===== src/rtl/id_issue_ctrl.sv =====
// Issue controller between decode and execute: pending-write scoreboard,
// RAW/WAW hazard stall, in-flight writer cap, post-flush bubble window.
module id_issue_ctrl #(
  parameter int REG_AW        = 5,
  parameter int MAX_INFLIGHT  = 4,
  parameter int FLUSH_BUBBLES = 2,
  parameter int STALL_CW      = 16
) (
  input  logic                    clk,
  input  logic                    rst_n,
  input  logic                    id_valid,
  input  logic                    rs1_en,
  input  logic [REG_AW-1:0]       rs1,
  input  logic                    rs2_en,
  input  logic [REG_AW-1:0]       rs2,
  input  logic                    rd_en,
  input  logic [REG_AW-1:0]       rd,
  input  logic                    ex_ready,
  input  logic                    wb_en,
  input  logic [REG_AW-1:0]       wb_rd,
  input  logic                    flush,
  output logic                    id_ready,
  output logic                    stall,
  output logic                    ex_valid,
  output logic                    ex_rd_en,
  output logic [REG_AW-1:0]       ex_rd,
  output logic [(2**REG_AW)-1:0]  pending,
  output logic [3:0]              inflight,
  output logic [STALL_CW-1:0]     stall_cnt
);
  localparam int NREG = 2 ** REG_AW;

  typedef enum logic {RUN, BUBBLE} state_t;

  state_t              state_reg, state_next;
  logic [2:0]          bubble_cnt_reg, bubble_cnt_next;
  logic [NREG-1:0]     pending_reg, pending_next;
  logic [NREG-1:0]     eff_pending, set_mask, clr_mask;
  logic [3:0]          inflight_reg, inflight_next;
  logic [STALL_CW-1:0] stall_cnt_reg;
  logic                ex_valid_reg, ex_rd_en_reg;
  logic [REG_AW-1:0]   ex_rd_reg;
  logic                rd_live, hazard, limit, slot_free, issue, writer_issue, wb_dec;

  assign rd_live = rd_en && (rd != '0);
  assign wb_dec  = wb_en && (wb_rd != '0);

  // Write-through register file: a writeback landing this cycle already resolves the hazard.
  for (genvar gi = 0; gi < NREG; gi++) begin : g_sb
    assign clr_mask[gi]    = wb_en && (wb_rd == REG_AW'(gi));
    assign set_mask[gi]    = writer_issue && (rd == REG_AW'(gi));
    assign eff_pending[gi] = pending_reg[gi] & ~clr_mask[gi];
  end

  assign hazard = (rs1_en && eff_pending[rs1]) ||
                  (rs2_en && eff_pending[rs2]) ||
                  (rd_live && eff_pending[rd]);
  assign slot_free    = !ex_valid_reg || ex_ready;
  assign limit        = rd_live && (inflight_reg == 4'(MAX_INFLIGHT)) && !wb_en;
  assign issue        = id_valid && !flush && (state_reg == RUN) && !hazard && !limit && slot_free;
  assign writer_issue = issue && rd_live;
  assign id_ready     = issue || (id_valid && flush);
  assign stall        = id_valid && !flush && !issue;

  always_comb begin
    state_next      = state_reg;
    bubble_cnt_next = bubble_cnt_reg;
    case (state_reg)
      RUN: begin
        if (flush) begin
          state_next      = BUBBLE;
          bubble_cnt_next = 3'(FLUSH_BUBBLES);
        end
      end
      BUBBLE: begin
        if (flush) begin
          bubble_cnt_next = 3'(FLUSH_BUBBLES);
        end else if (bubble_cnt_reg <= 3'd1) begin
          state_next      = RUN;
          bubble_cnt_next = 3'd0;
        end else begin
          bubble_cnt_next = bubble_cnt_reg - 3'd1;
        end
      end
      default: begin
        state_next      = RUN;
        bubble_cnt_next = 3'd0;
      end
    endcase
  end

  // Set after clear so a same-cycle issue to the written-back register keeps it pending.
  always_comb begin
    pending_next    = (pending_reg & ~clr_mask) | set_mask;
    pending_next[0] = 1'b0;
    inflight_next   = inflight_reg;
    if (writer_issue && !wb_dec) begin
      if (inflight_reg < 4'(MAX_INFLIGHT)) inflight_next = inflight_reg + 4'd1;
    end else if (!writer_issue && wb_dec) begin
      if (inflight_reg != 4'd0) inflight_next = inflight_reg - 4'd1;
    end
  end

  always_ff @(posedge clk or negedge rst_n) begin
    if (!rst_n) begin
      state_reg      <= RUN;
      bubble_cnt_reg <= 3'd0;
      pending_reg    <= '0;
      inflight_reg   <= 4'd0;
      stall_cnt_reg  <= '0;
      ex_valid_reg   <= 1'b0;
      ex_rd_en_reg   <= 1'b0;
      ex_rd_reg      <= '0;
    end else begin
      state_reg      <= state_next;
      bubble_cnt_reg <= bubble_cnt_next;
      pending_reg    <= pending_next;
      inflight_reg   <= inflight_next;
      if (stall && (stall_cnt_reg != '1)) stall_cnt_reg <= stall_cnt_reg + 1'b1;
      if (issue) begin
        ex_valid_reg <= 1'b1;
        ex_rd_en_reg <= rd_live;
        ex_rd_reg    <= rd;
      end else if (ex_ready) begin
        ex_valid_reg <= 1'b0;
      end
    end
  end

  assign ex_valid  = ex_valid_reg;
  assign ex_rd_en  = ex_rd_en_reg;
  assign ex_rd     = ex_rd_reg;
  assign pending   = pending_reg;
  assign inflight  = inflight_reg;
  assign stall_cnt = stall_cnt_reg;
endmodule


===== config.mk =====
export PLATFORM = sky130hd
export DESIGN_NAME = id_issue_ctrl
export DESIGN_NICKNAME = d
export VERILOG_FILES = /design/src/rtl/id_issue_ctrl.sv
export SDC_FILE = /design/constraint.sdc
export NUM_CORES = 1
export LEC_CHECK = 0
export CORE_UTILIZATION = 26
export CTS_CLUSTER_SIZE = 12
export DETAILED_ROUTE_END_ITERATION = 7
export DONT_BUFFER_PORTS = 1
export PLACE_DENSITY_LB_ADDON = 0.12
export SETUP_SLACK_MARGIN = 0.4
export SYNTH_ARGS = -nofsm -noshare
export SYNTH_HDL_FRONTEND = slang
export SYNTH_SLANG_ARGS = --single-unit

===== constraint.sdc =====
create_clock -name clk -period 4.1 [get_ports clk]
set_input_delay 0.41 -clock clk [delete_from_list [all_inputs] [get_ports clk]]
set_output_delay 0.41 -clock clk [all_outputs]
set_load 0.02 [all_outputs]

==> results.toml <==
[outcome]
status = "finished clean"

[setup_path]
critPathKind = "input pin to output pin"
slowest_stage = "or4b_1"
crit_path_end_kind = "output pin"
path_cells = "nand2b_1, o21ai_0, buf_4, mux4_2, or4b_1, o31a_1, nand4_1, buf_4, a211oi_4, buf_4, nor2_1"
critPathMaxStageDelay_ps = 520
cp-start-kind = "input pin"
required_ps = 3690
crit_fanout = 13
cpMostUsedCell = "buf_4"
worstPathArrival_ps = 3130

[grt]
grt_max_degree = 63
grt_pass1_vias = 3934
grtUsageTotal = 0.193
antenna_found_initial = 0
overflow = 0
grt_pass1_wl_um = 23800

[floorplan]
die_area_sq_um = 17200
core_area_sq_um = 16100
boundaryPins = 90
initial_core_util = 0.270
fp-row-count = 46
fp.dieW_um = 131
chipHeight_um = 131

[power]
p_leak_nw = 1.99
intPower_w = 0.00157
power_frac_seq = 0.408
peakVddDrop_mv = 0.420
clockPowerShare = 0.375
combPwrFrac = 0.216
sw_frac_of_total = 0.352
power.density_nw_per_um2 = 487
power.total_w = 0.00242
switchingPower_w = 0.000850

[worst_hold_path]
hold_class = "input pin to flop"

[drt]
routedWlPerCell_um = 23.0
wirelength_um = 15600
vias_per_cell = 5.68
drtAntennaViolNets = 0
drc = 0
drtIter0Drc = 286
route.vias.total = 3866
detail_route.first_pass.iterations = 5

[placement]
finalWeightedCongestion = 0.858
detailed_place_hpwl_um = 11600
io_buffers = 0
dpl_worst_slack_ps = 161

[job]
maxCapViolCount = 0

[final_layout]
final_common_cell = "dfrtp_1"
largest_reg_flops = 31
diodes = 0
fin_util = 0.310
drive_above_1_share = 0.159
final_cell_mix = "dfrtp_1, nand2_1, o21ai_0"
syn2layout_area_growth_pct = 14.7
fin_nets = 495

[synthesis]
syn_inst = 468
async_flop_share = 1.00
synth_ff_type = "dfrtp_1"
syn_area_per_cell_sq_um = 9.26
synth_xor_area_frac = 0.0364
synthDistinctLibCells = 72
synth_nets = 503
synth_mux_area_frac = 0.107
synth_edf_count = 0
synth-compound-area-share = 0.205
ys_warn_count = 0
synth_fa_ha_area_frac = 0.0191
syn_area_sq_um = 4330
synth_simple_gate_area_frac = 0.219
synth-seq-cells = 62
synth_top_family_by_area = "simple AND/OR/NAND/NOR gates"
seq_area_frac_synth = 0.358

[clock_network]
cts_root_buf = "clkbuf_16"
cts.clk_slew.worst_paths_ps = 60
clock_path_buffers = 2
cts_num_sinks = 62
cts_tree = "built"
h-tree-depth = 3
clk_latency_ps = 350
numCtsBuffers = 9

[sta]
finalSetupTns_ps = 0
hold_viol = 0
fin_skew_ps = 11.4
fin_crit_ps = 3540
rsz0062_at_grt = "false"
worst_pin_slew_ps = 609
setup_slack_ps = 560
fin_crit_sh = 0.863
setup_violations = 0
fmax_mhz = 282
relSlewSlack = 0.591
final_max_slew_viol_count = 0
## area by class of cell
| cell class | count | area [sq um] |
|---|---|---|
| clock inverter | 7 | 121 |
| clock buffer | 9 | 225 |
| multi-input combinational | 357 | 2610 |
| sequential | 62 | 1560 |
| timing repair buffer | 15 | 135 |
| inverter | 15 | 56.3 |
| tap | 216 | 270 |
| fill | 1709 | 11100 |
## final timing paths
check	start	to	slack, ps	cells past startpoint
max	wb_rd[2]	stall	560	11
min	flush	bubble_cnt_reg[2]	120	1
max reg2reg	pending[21]	inflight[2]	560	12
min reg2reg	bubble_cnt_reg[1]	bubble_cnt_reg[1]	530	2
max in group asynchronous	rst_n	pending[20]	3180	2
min in group asynchronous	rst_n	pending[10]	610	2
## synth_stat cells (all sizes together), types with 7 or more instances
| cell type | count | share of area |
|---|---|---|
| nand2 | 30 | 0.026 |
| nor4 | 7 | 0.010 |
| clkbuf | 20 | 0.018 |
| nand4 | 11 | 0.016 |
| dfrtp | 62 | 0.36 |
| o211ai | 10 | 0.017 |
| o21ai | 49 | 0.057 |
| mux2i | 18 | 0.042 |
| o31ai | 7 | 0.012 |
| nand3 | 16 | 0.018 |
| nor3 | 21 | 0.024 |
| nor2 | 22 | 0.019 |
| buf | 14 | 0.024 |
| mux2 | 15 | 0.039 |
| inv | 15 | 0.013 |
| xor2 | 14 | 0.028 |
| nor2b | 8 | 0.012 |
| nand2b | 13 | 0.019 |
## per-stage QoR
stage,hold slack [ps],cell area [sq um],cells
CTS,105,4920,679
detailed placement,117,4510,659
global route,105,4970,681
floorplan,114,4360,468
global placement,117,4510,659
finish,118,4970,681
## routing by layer
layer  vias to the layer above  part of all wire  global-route usage
met5                         -                 0                   0
met4                         0             0.023              0.0723
met3                        19             0.089              0.0666
met2                       171              0.48               0.322
met1                      1927              0.41               0.230
li1                       1749                 -                   -
## worst max-delay path: cells and delay by family
family	cells	cell delay, ps
mux	1	450
simple gates	4	1410
buf+inv	3	520
compound gates	3	320
## cells by family after synthesis
group           count (synthesis)
simple gates                  168
buf+inv                        49
xor+xnor                       18
fa+ha+maj                       6
flops                          62
other cells                     1
compound gates                126
mux                            38
## power groups by stage
stage               logic [W]  clock network, W  registers (W)
floorplan            0.000403                 0       0.000957
CTS                  0.000518          0.000932       0.000992
global placement     0.000485                 0        0.00100
detailed placement   0.000491                 0        0.00100
global route         0.000595          0.000954        0.00102
finish               0.000523          0.000908       0.000988
## repair_timing
| item | 4_1_cts | 5_1_grt |
|---|---|---|
| hold buffers | 2 | 0 |
| buffers inserted | 2 | 2 |
| endpoints found under the setup margin | 2 | 27 |
| pin swaps | 1 | 5 |
| endpoints found under the hold margin | 62 | 0 |
| gates resized for setup | 1 | 12 |
(Power assumes the default switching activity.)
